**src/rtl/keypad_id_entry.sv**
```systemverilog
// 4x4 matrix keypad scanner with frame-based debounce and a 7-digit BCD ID entry buffer.
// Accepted digits shift into oEntry; '#' commits a full entry to oID and '*' removes the last digit.
module keypad_id_entry #(
    parameter int SCAN_DIV = 50000,
    parameter int DEBOUNCE = 4
) (
    input  logic        iCLK,
    input  logic        iRST,
    input  logic [3:0]  iROW,
    output logic [3:0]  oCOL,
    input  logic        iClear,
    output logic        oKeyValid,
    output logic [3:0]  oKeyCode,
    output logic [27:0] oEntry,
    output logic [2:0]  oDigitCount,
    output logic [27:0] oID,
    output logic        oIDReady,
    output logic        oEntryErr
);

    localparam int DIV_W = $clog2(SCAN_DIV);
    localparam logic [DIV_W-1:0] DIV_LAST = DIV_W'(SCAN_DIV - 1);
    localparam int CNT_W = $clog2(DEBOUNCE + 1);
    localparam logic [CNT_W-1:0] DEB_N = CNT_W'(DEBOUNCE);

    typedef enum logic [1:0] {S_IDLE, S_PRESS_CHK, S_HELD, S_RELEASE_CHK} state_t;

    function automatic logic [3:0] key_map(input logic [1:0] row, input logic [1:0] col);
        case ({row, col})
            4'h0: key_map = 4'h1;  4'h1: key_map = 4'h2;  4'h2: key_map = 4'h3;  4'h3: key_map = 4'hA;
            4'h4: key_map = 4'h4;  4'h5: key_map = 4'h5;  4'h6: key_map = 4'h6;  4'h7: key_map = 4'hB;
            4'h8: key_map = 4'h7;  4'h9: key_map = 4'h8;  4'hA: key_map = 4'h9;  4'hB: key_map = 4'hC;
            4'hC: key_map = 4'hE;  4'hD: key_map = 4'h0;  4'hE: key_map = 4'hF;  default: key_map = 4'hD;
        endcase
    endfunction

    logic [3:0]       r_row_s1, r_row_s2;
    logic [DIV_W-1:0] r_div;
    logic [1:0]       r_col;
    logic [1:0]       r_acc_n;
    logic [3:0]       r_acc_code;
    state_t           r_state, w_state_nx;
    logic [CNT_W-1:0] r_cnt, w_cnt_nx;
    logic [3:0]       r_code, w_code_nx;
    logic             w_accept;
    logic [3:0]       w_acc_code;
    logic             w_slot_end, w_frame_end;
    logic [3:0]       w_closed;
    logic [2:0]       w_ones, w_sum;
    logic [1:0]       w_slot_n, w_tot_n, w_slot_row;
    logic [3:0]       w_frame_code;
    logic [27:0]      r_entry, r_id;
    logic [2:0]       r_count;
    logic [3:0]       r_key_code;
    logic             r_kv, r_rdy, r_err;

    assign oCOL        = ~(4'b0001 << r_col);
    assign w_slot_end  = (r_div == DIV_LAST);
    assign w_frame_end = w_slot_end && (r_col == 2'd3);
    assign w_closed    = ~r_row_s2;

    // Per-slot switch count (saturated at 2) folded into a running frame classification.
    always_comb begin
        w_ones     = 3'd0;
        w_slot_row = 2'd0;
        for (int i = 3; i >= 0; i--) begin
            if (w_closed[i]) begin
                w_ones     = w_ones + 3'd1;
                w_slot_row = 2'(i);
            end
        end
        w_slot_n     = (w_ones >= 3'd2) ? 2'd2 : w_ones[1:0];
        w_sum        = {1'b0, r_acc_n} + {1'b0, w_slot_n};
        w_tot_n      = (w_sum >= 3'd2) ? 2'd2 : w_sum[1:0];
        w_frame_code = (r_acc_n == 2'd0) ? key_map(w_slot_row, r_col) : r_acc_code;
    end

    always_ff @(posedge iCLK or posedge iRST) begin
        if (iRST) begin
            r_row_s1   <= 4'hF;
            r_row_s2   <= 4'hF;
            r_div      <= '0;
            r_col      <= 2'd0;
            r_acc_n    <= 2'd0;
            r_acc_code <= 4'h0;
        end else begin
            r_row_s1 <= iROW;
            r_row_s2 <= r_row_s1;
            if (w_slot_end) begin
                r_div <= '0;
                r_col <= r_col + 2'd1;
                if (w_frame_end) begin
                    r_acc_n    <= 2'd0;
                    r_acc_code <= 4'h0;
                end else begin
                    r_acc_n    <= w_tot_n;
                    r_acc_code <= w_frame_code;
                end
            end else begin
                r_div <= r_div + DIV_W'(1);
            end
        end
    end

    always_ff @(posedge iCLK or posedge iRST) begin
        if (iRST) begin
            r_state <= S_IDLE;
            r_cnt   <= '0;
            r_code  <= 4'h0;
        end else begin
            r_state <= w_state_nx;
            r_cnt   <= w_cnt_nx;
            r_code  <= w_code_nx;
        end
    end

    // Debounce FSM; only frame ends move it.
    always_comb begin
        w_state_nx = r_state;
        w_cnt_nx   = r_cnt;
        w_code_nx  = r_code;
        w_accept   = 1'b0;
        w_acc_code = r_code;
        if (w_frame_end) begin
            case (r_state)
                S_IDLE: begin
                    if (w_tot_n == 2'd1) begin
                        w_code_nx = w_frame_code;
                        if (DEBOUNCE == 1) begin
                            w_accept   = 1'b1;
                            w_acc_code = w_frame_code;
                            w_state_nx = S_HELD;
                        end else begin
                            w_cnt_nx   = CNT_W'(1);
                            w_state_nx = S_PRESS_CHK;
                        end
                    end
                end
                S_PRESS_CHK: begin
                    if (w_tot_n == 2'd1 && w_frame_code == r_code) begin
                        if (r_cnt + CNT_W'(1) == DEB_N) begin
                            w_accept   = 1'b1;
                            w_state_nx = S_HELD;
                        end else begin
                            w_cnt_nx = r_cnt + CNT_W'(1);
                        end
                    end else begin
                        w_state_nx = S_IDLE;
                    end
                end
                S_HELD: begin
                    if (w_tot_n == 2'd0) begin
                        w_cnt_nx   = CNT_W'(1);
                        w_state_nx = (DEBOUNCE == 1) ? S_IDLE : S_RELEASE_CHK;
                    end
                end
                default: begin
                    if (w_tot_n != 2'd0) begin
                        w_state_nx = S_HELD;
                    end else if (r_cnt + CNT_W'(1) == DEB_N) begin
                        w_state_nx = S_IDLE;
                    end else begin
                        w_cnt_nx = r_cnt + CNT_W'(1);
                    end
                end
            endcase
        end
    end

    // Entry actions; iClear overrides the buffer update of a coincident key.
    always_ff @(posedge iCLK or posedge iRST) begin
        if (iRST) begin
            r_kv       <= 1'b0;
            r_rdy      <= 1'b0;
            r_err      <= 1'b0;
            r_key_code <= 4'h0;
            r_entry    <= 28'h0;
            r_count    <= 3'd0;
            r_id       <= 28'h0;
        end else begin
            r_kv  <= w_accept;
            r_rdy <= 1'b0;
            r_err <= 1'b0;
            if (w_accept) r_key_code <= w_acc_code;
            if (iClear) begin
                r_entry <= 28'h0;
                r_count <= 3'd0;
            end else if (w_accept) begin
                if (w_acc_code <= 4'd9) begin
                    if (r_count != 3'd7) begin
                        r_entry <= {r_entry[23:0], w_acc_code};
                        r_count <= r_count + 3'd1;
                    end
                end else if (w_acc_code == 4'hE) begin
                    if (r_count != 3'd0) begin
                        r_entry <= {4'h0, r_entry[27:4]};
                        r_count <= r_count - 3'd1;
                    end
                end else if (w_acc_code == 4'hF) begin
                    if (r_count == 3'd7) begin
                        r_id    <= r_entry;
                        r_rdy   <= 1'b1;
                        r_entry <= 28'h0;
                        r_count <= 3'd0;
                    end else begin
                        r_err <= 1'b1;
                    end
                end
            end
        end
    end

    assign oKeyValid   = r_kv;
    assign oKeyCode    = r_key_code;
    assign oEntry      = r_entry;
    assign oDigitCount = r_count;
    assign oID         = r_id;
    assign oIDReady    = r_rdy;
    assign oEntryErr   = r_err;

endmodule

```
**config.mk**
```make
export PLATFORM = sky130hd
export DESIGN_NAME = keypad_id_entry
export DESIGN_NICKNAME = d
export VERILOG_FILES = /design/src/rtl/keypad_id_entry.sv
export SDC_FILE = /design/constraint.sdc
export NUM_CORES = 1
export LEC_CHECK = 0
export ABC_CLOCK_PERIOD_IN_PS = 4400
export CAP_MARGIN = 20
export CORE_ASPECT_RATIO = 0.6
export CORE_MARGIN = 3
export CORE_UTILIZATION = 45
export DETAILED_ROUTE_END_ITERATION = 8
export GPL_ROUTABILITY_DRIVEN = 0
export PLACE_DENSITY = 0.8
export SYNTH_ARGS = -nofsm -noshare
export SYNTH_HDL_FRONTEND = slang
export SYNTH_SLANG_ARGS = --single-unit
```
**constraint.sdc**
```tcl
create_clock -name iCLK -period 4.4 [get_ports iCLK]
set_clock_uncertainty 0.1 [all_clocks]
set_input_delay 0.66 -clock iCLK [delete_from_list [all_inputs] [get_ports iCLK]]
set_output_delay 0.66 -clock iCLK [all_outputs]
set_load 0.005 [all_outputs]
```
==> summary.txt, run 1 <==
Area Growth Syn to Fin = 29.09%
Final Core Density = 61.08%
Clock Pin Slew Worst Setup and Hold Paths = 0.07 ns
N_diodes = 0
Reg2reg path depth = 16
Avg Cell Area, Syn = 10.61 sq um
Hold WS = 0.2573 ns
Hold path depth = 0
Clock share of power = 42.6%
Unrepaired setup endpoints after global routing = true
Tmin final = 4.387 ns
Outcome = finished clean
Reg area = 0.002688 sq mm
Initial Util = 47.31%
Via/cell ratio = 5.801
#FFs+latches synth = 107
Via count = 4426
Worst-margin pin slew = 1.188 ns
CP startpoint kind = register
Cell internal pwr = 1.447 mW
Die width = 148.6 microns
Worst path most repeated cell = inv_2
Worst path required time = 4.53 ns
Worst r2r dst = oID[8]
Arrival time worst endpoint = 4.52 ns
Initial DRC count = 421
Pins Over Slew Limit = 0
Sequential group share of total power = 51.4%
Antenna viol nets, final = 0
Hold buffers post-CTS = 0
Clock sink count = 107
Worst hold path startpoint = r_row_s1[2]
Port Buffers = 76
FMAX = 228.0 MHz
Worst stage delay on the critical path = 0.56 ns
CP Class = register to register
Gr ovfl total = 0
Post-synth EDFFs = 0
Top cell type by total area after synthesis = dfrtp_1
Finish-stage setup viols = 0
Synthesis Warnings = 0
Routed wire per std cell = 18.15 microns
Mapped Area = 0.005488 sq mm
Vias in the first global route = 4159
Initial antenna violation count = 0
Launch point of the worst reg-to-reg path = r_row_s2[2]
Comb power frac = 6.0%
Rel. slew slack = 20.72%
Worst-skew pair later-pin latency = 0.35 ns
Total wire length = 13.85 mm
Share of the synthesized area in the top cell type = 45.14%
Fin nets = 628
GR Util All Layers = 19.65%
Setup slack, reg-to-reg = 0.01 ns
Syn_nets = 547
Layout cells sized above 1 = 19.90%
Cells after Synth = 517
Max Cap Viol = 0
Fillers = 870
FP Rows = 30
Crit-path cells = inv_2, ha_4, xnor2_2, ha_1, o31ai_2, and3_1, ha_2, inv_2, fa_1, nand3_2, a2111oi_4, o2111ai_2, or3_4, nor2_8, buf_12, mux2_4
Core area = 0.01160 sq mm
Fin cells = 763
Clk root buf = clkbuf_16
Fin crit share = 99.69%
Post-synthesis cell type count = 61
Die Span Y = 91.54 microns
Leak = 3.050 nW
Synth async-reset ratio = 100.0%
First-pass GRT wire length = 21.89 mm
H-Tree Depth = 3
Placed wire-length estimate = 9.266 mm
CTS Buffer Depth = 2
Synth area leaders = dfrtp_1, mux2_4, ha_1
Cell Pwr Density = 272.5 mW/mm^2
Inserted Clock Buffers = 9
Max Fanout on Critical Path = 14
Net switching fraction of the power = 25.08%
Area used by multi-input combinational logic = 0.002746 sq mm
Psw = 484.2 uW
Sequential share of the synthesized area = 48.97%
Hold EP = r_row_s2[2]
Final Hold Viols = 0
Placed insts = 741
DR pass1 iterations = 4
VDD IR max = 0.1728 mV
Worst path slowest cell = dfstp_2
Synth Flop Type = dfrtp_1
IO Pins = 77
Crit end category = register
Largest net degree at the start of global routing = 67
CTS tree = built
Residual DRC count = 0
Hold WC Path Type = register to register
Full die area = 0.01360 sq mm
## power groups by stage
stage                     clock (mW)  sequential (mW)  combinational [mW]
after floorplan                    0             1.01              0.0710
after global placement             0             1.01              0.0987
after detailed placement           0             1.01               0.104
after CTS                      0.833            0.993               0.109
after global routing           0.885            0.993               0.127
final                          0.822            0.993               0.116
## per-stage QoR
step / total power, mW / setup TNS (ns) / cell area (sq um) / worst slack [ns]
floorplan: 1.081 / 0 / 5515 / 0.008650
CTS: 1.934 / 0 / 6855 / 0.006563
finish: 1.931 / 0 / 7084 / 0.01350
global placement: 1.110 / 0 / 6501 / 0.006882
global route: 2.005 / -6.254 / 7084 / -0.1582
detailed placement: 1.116 / -3.891 / 6501 / -0.1328
## critical path, delay by kind of cell, from the launching register on
kind	cells	cell delay [ns]
fa+ha+maj	4	1.24
buf+inv	3	0.28
simple gates	4	0.94
mux	1	0.31
compound gates	3	0.70
flops	1	0.56
xor+xnor	1	0.14
## synth_stat cells (3+ instances only)
cell	number
mux2_4	20
clkbuf_1	15
mux2_2	13
a21oi_1	5
nor2_1	26
and3_1	4
nand3_1	46
nor2b_1	4
xor2_1	7
nand2b_1	6
xnor2_1	11
nor3_1	10
inv_1	24
a32oi_1	3
o31ai_1	4
mux2i_1	6
buf_2	7
nor4_1	3
or3_1	3
nand2_1	42
a22oi_1	23
and2_1	3
dfstp_2	8
ha_1	22
o21ai_0	46
a211o_1	3
nand4b_1	4
dfrtp_1	99
nand4_1	4
buf_1	3
## per-layer routing
metal	routed length, microns	part of all wire (%)	track usage (%)	vias up
met1	6534	47	30.51	2210
met2	6130	44	27.62	182
met4	118	0.85	3.920	0
met3	1069	7.7	4.938	18
met5	0	0	0	-
li1	-	-	-	2016
## layout by cell type, fill, tap and decap left out, types with 4 or more instances in the layout
cell type	n
clkbuf_16	12
buf_12	4
nand3_1	34
mux2i_1	6
inv_2	4
nand3_2	12
o21ai_0	23
buf_4	15
a21oi_1	4
xnor2_1	10
ha_1	19
nand2b_1	6
nand2_1	42
nor2_1	26
dfstp_2	8
o21ai_1	18
o21ai_2	5
clkdlybuf4s50_1	76
nor2b_1	4
inv_1	20
nand4_1	4
xor2_1	7
mux2_2	5
and3_1	4
a22oi_1	23
nand4b_1	4
mux2_4	28
dfrtp_1	99
nor3_1	9
## flip-flops by register name (all words and copies together), names as in the netlist, 2 cells and up
name         cells
r_row_s2         4
r_cnt            3
r_div           16
oDigitCount      3
oEntry          28
r_code           4
r_acc_n          2
r_state          2
r_col            2
oKeyCode         4
r_acc_code       4
oID             28
r_row_s1         4
## cells by family (layout without fill, tap and decap cells)
group                      Yosys count  after routing  share of synthesized area [%]
buffers and inverters               54            140                          4.583
and+or+nand+nor                    170            170                          16.19
muxes                               39             39                          9.234
adders and majority gates           23             23                          5.381
AOI/OAI and AO/OA                  106            106                          12.77
DFF                                107            107                          48.97
xor gates and xnor gates            18             18                          2.873
## layout make-up
class	instances	area share (%)
well taps	160	2.826
clock buffers	9	3.179
repair buffers	99	14.68
multi-input cells	356	38.77
inverters	25	1.360
flip-flops and latches	107	37.94
clock inverters	7	1.254
## worst max-delay path by stage
stage | startpoint | to | slack [ns] | cells past startpoint
3_5_place_dp | r_row_s2[2] | oID[21] | -0.13 | 17
2_1_floorplan | r_row_s2[2] | oID[0] | 0.009 | 18
4_1_cts | r_row_s2[2] | oID[26] | 0.007 | 16
6_report | r_row_s2[2] | oID[8] | 0.01 | 16
3_3_place_gp | r_row_s2[2] | oID[20] | 0.007 | 17
5_1_grt | r_row_s2[2] | oID[8] | -0.16 | 17
## timing repair
item                                   4_1_cts  5_1_grt
gates cloned                                 0        3
setup endpoints to repair                   56       66
pin swaps                                    5        2
gates resized for setup                      5       57
buffers inserted                             1        2
endpoints found under the hold margin        0        0
(Power assumes the default switching activity.)
==> inputs of run 2 (changes only) <==
MAX_ROUTING_LAYER = met4   (was unset)
==> run 2 against run 1 <==
Effect of this change: non-clock buffer count fell by 1; clock power rose by 0.6%; register-to-register slack improved by 0.02 ns; core utilization fell by 0.69 points; via count fell by 0.63%; sequential power barely moved; clock-buffer cell count did not move; flip-flop and latch count did not move; die area did not move; design area fell by 1.1%; wire length fell by 2.6%; sequential share of layout area rose by 0.43 points; critical path type unchanged; highest routed layer unchanged.
==> summary.txt, run 2 (same netlist as run 1, synthesis figures left out) <==
Outcome = finished clean
Launch point of the worst reg-to-reg path = r_row_s2[2]
H-Tree Depth = 3
Worst-margin pin slew = 1.021 ns
First-pass GRT wire length = 21.87 mm
Fin crit share = 99.14%
Routed wire per std cell = 17.70 microns
GR Util All Layers = 20.21%
Worst stage delay on the critical path = 0.56 ns
Unrepaired setup endpoints after global routing = true
Leak = 3.025 nW
Power, Total = 1.934 mW
Max Fanout on Critical Path = 14
Area after DPL = 0.006501 sq mm
Fin nets = 627
Clock Pin Slew Worst Setup and Hold Paths = 0.08 ns
Core area = 0.01160 sq mm
Placed insts = 741
Tmin final = 4.362 ns
Hold EP = r_row_s2[2]
Final Hold Viols = 0
Crit-path cells = inv_2, ha_4, xnor2_2, ha_1, o31ai_2, and3_1, ha_2, inv_2, fa_1, nand3_2, a2111oi_4, o2111ai_2, or3_4, nor2_8, buf_12, mux2_4
Total wire length = 13.49 mm
Placed wire-length estimate = 9.266 mm
Clk root buf = clkbuf_16
Die Span Y = 91.54 microns
Setup Slack @ Placement = -0.1328 ns
Via count = 4398
Fillers = 880
Arrival time worst endpoint = 4.50 ns
Reg2reg path depth = 16
Finish-stage setup viols = 0
CTS tree = built
Hold path depth = 0
Worst hold path startpoint = r_row_s1[2]
DR pass1 iterations = 5
Worst path most repeated cell = inv_2
Fin cells = 762
Residual DRC count = 0
Max Cap Viol = 0
Port Buffers = 76
Clock sink count = 107
Largest net degree at the start of global routing = 67
Gr ovfl total = 0
Area Growth Syn to Fin = 27.63%
IO Pins = 77
Final setup TNS = 0 ns
FP Rows = 30
CP Class = register to register
Initial antenna violation count = 0
Most frequent cells in the layout = dfrtp_1, clkdlybuf4s50_1, nand2_1, nand3_1, mux2_4
Worst path slowest cell = dfstp_2
VDD IR max = 0.1755 mV
CP top delay family = adder cells
Pins Over Slew Limit = 0
Die width = 148.6 microns
Hold WS = 0.2575 ns
Antenna viol nets, final = 0
Vias in the first global route = 4155
Inserted Clock Buffers = 9
Cell Pwr Density = 276.1 mW/mm^2
Worst r2r dst = oID[8]
Setup slack, reg-to-reg = 0.04 ns
Full die area = 0.01360 sq mm
WP buf/inv = 3
Layout cells sized above 1 = 17.77%
Worst Setup Slack, final = 0.03795 ns
Worst-skew pair later-pin latency = 0.36 ns
Final Core Density = 60.39%
Via/cell ratio = 5.772
Design Area, Final = 0.007004 sq mm
Initial Util = 47.31%
Hold buffers post-CTS = 0
CTS Buffer Depth = 2
Worst path required time = 4.54 ns
Most common cell after layout, fill and taps aside = dfrtp_1
Initial DRC count = 497
FMAX = 229.3 MHz
CP startpoint kind = register
N_diodes = 0
Hold WC Path Type = register to register
Crit end category = register
Rel. slew slack = 31.86%
-- run 2: layout make-up --
type / instances / area, sq um / area share (%)
Multi-Input combinational cell: 356 / 2691 / 38.42
Sequential cell: 107 / 2688 / 38.37
Timing Repair Buffer: 98 / 1015 / 14.49
Clock buffer: 9 / 225.2 / 3.215
Tap cell: 160 / 200.2 / 2.858
Inverter: 25 / 96.34 / 1.375
Clock inverter: 7 / 88.84 / 1.268
-- run 2: repair_timing --
| item | in CTS | in global routing |
|---|---|---|
| setup endpoints to repair | 56 | 66 |
| gates cloned | 0 | 2 |
| pin swaps | 5 | 2 |
| endpoints found under the hold margin | 0 | 0 |
| gates resized for setup | 5 | 45 |
| buffers inserted | 1 | 2 |
-- run 2: metal layers --
metal	vias up	part of all wire [%]	global-route usage (%)	wire, microns
li1	2012	-	-	-
met5	-	0	-	0
met3	21	6.9	4.788	931
met2	164	44	27.47	5883
met4	0	1.0	3.920	136
met1	2201	48	30.73	6537
-- run 2: worst max path at each step --
| stage | slack, ns | to | start | cells past startpoint |
|---|---|---|---|---|
| detailed placement | -0.13 | oID[21] | r_row_s2[2] | 17 |
| floorplan | 0.009 | oID[0] | r_row_s2[2] | 18 |
| finish | 0.04 | oID[8] | r_row_s2[2] | 16 |
| CTS | 0.007 | oID[26] | r_row_s2[2] | 16 |
| global route | -0.16 | oID[8] | r_row_s2[2] | 17 |
| global placement | 0.007 | oID[20] | r_row_s2[2] | 17 |
-- run 2: power breakdown --
part	leakage, nW	internal, mW	switching, mW
logic	1.42	0.0446	0.0696
clock network	0.153	0.413	0.414
registers	1.45	0.989	0.00358
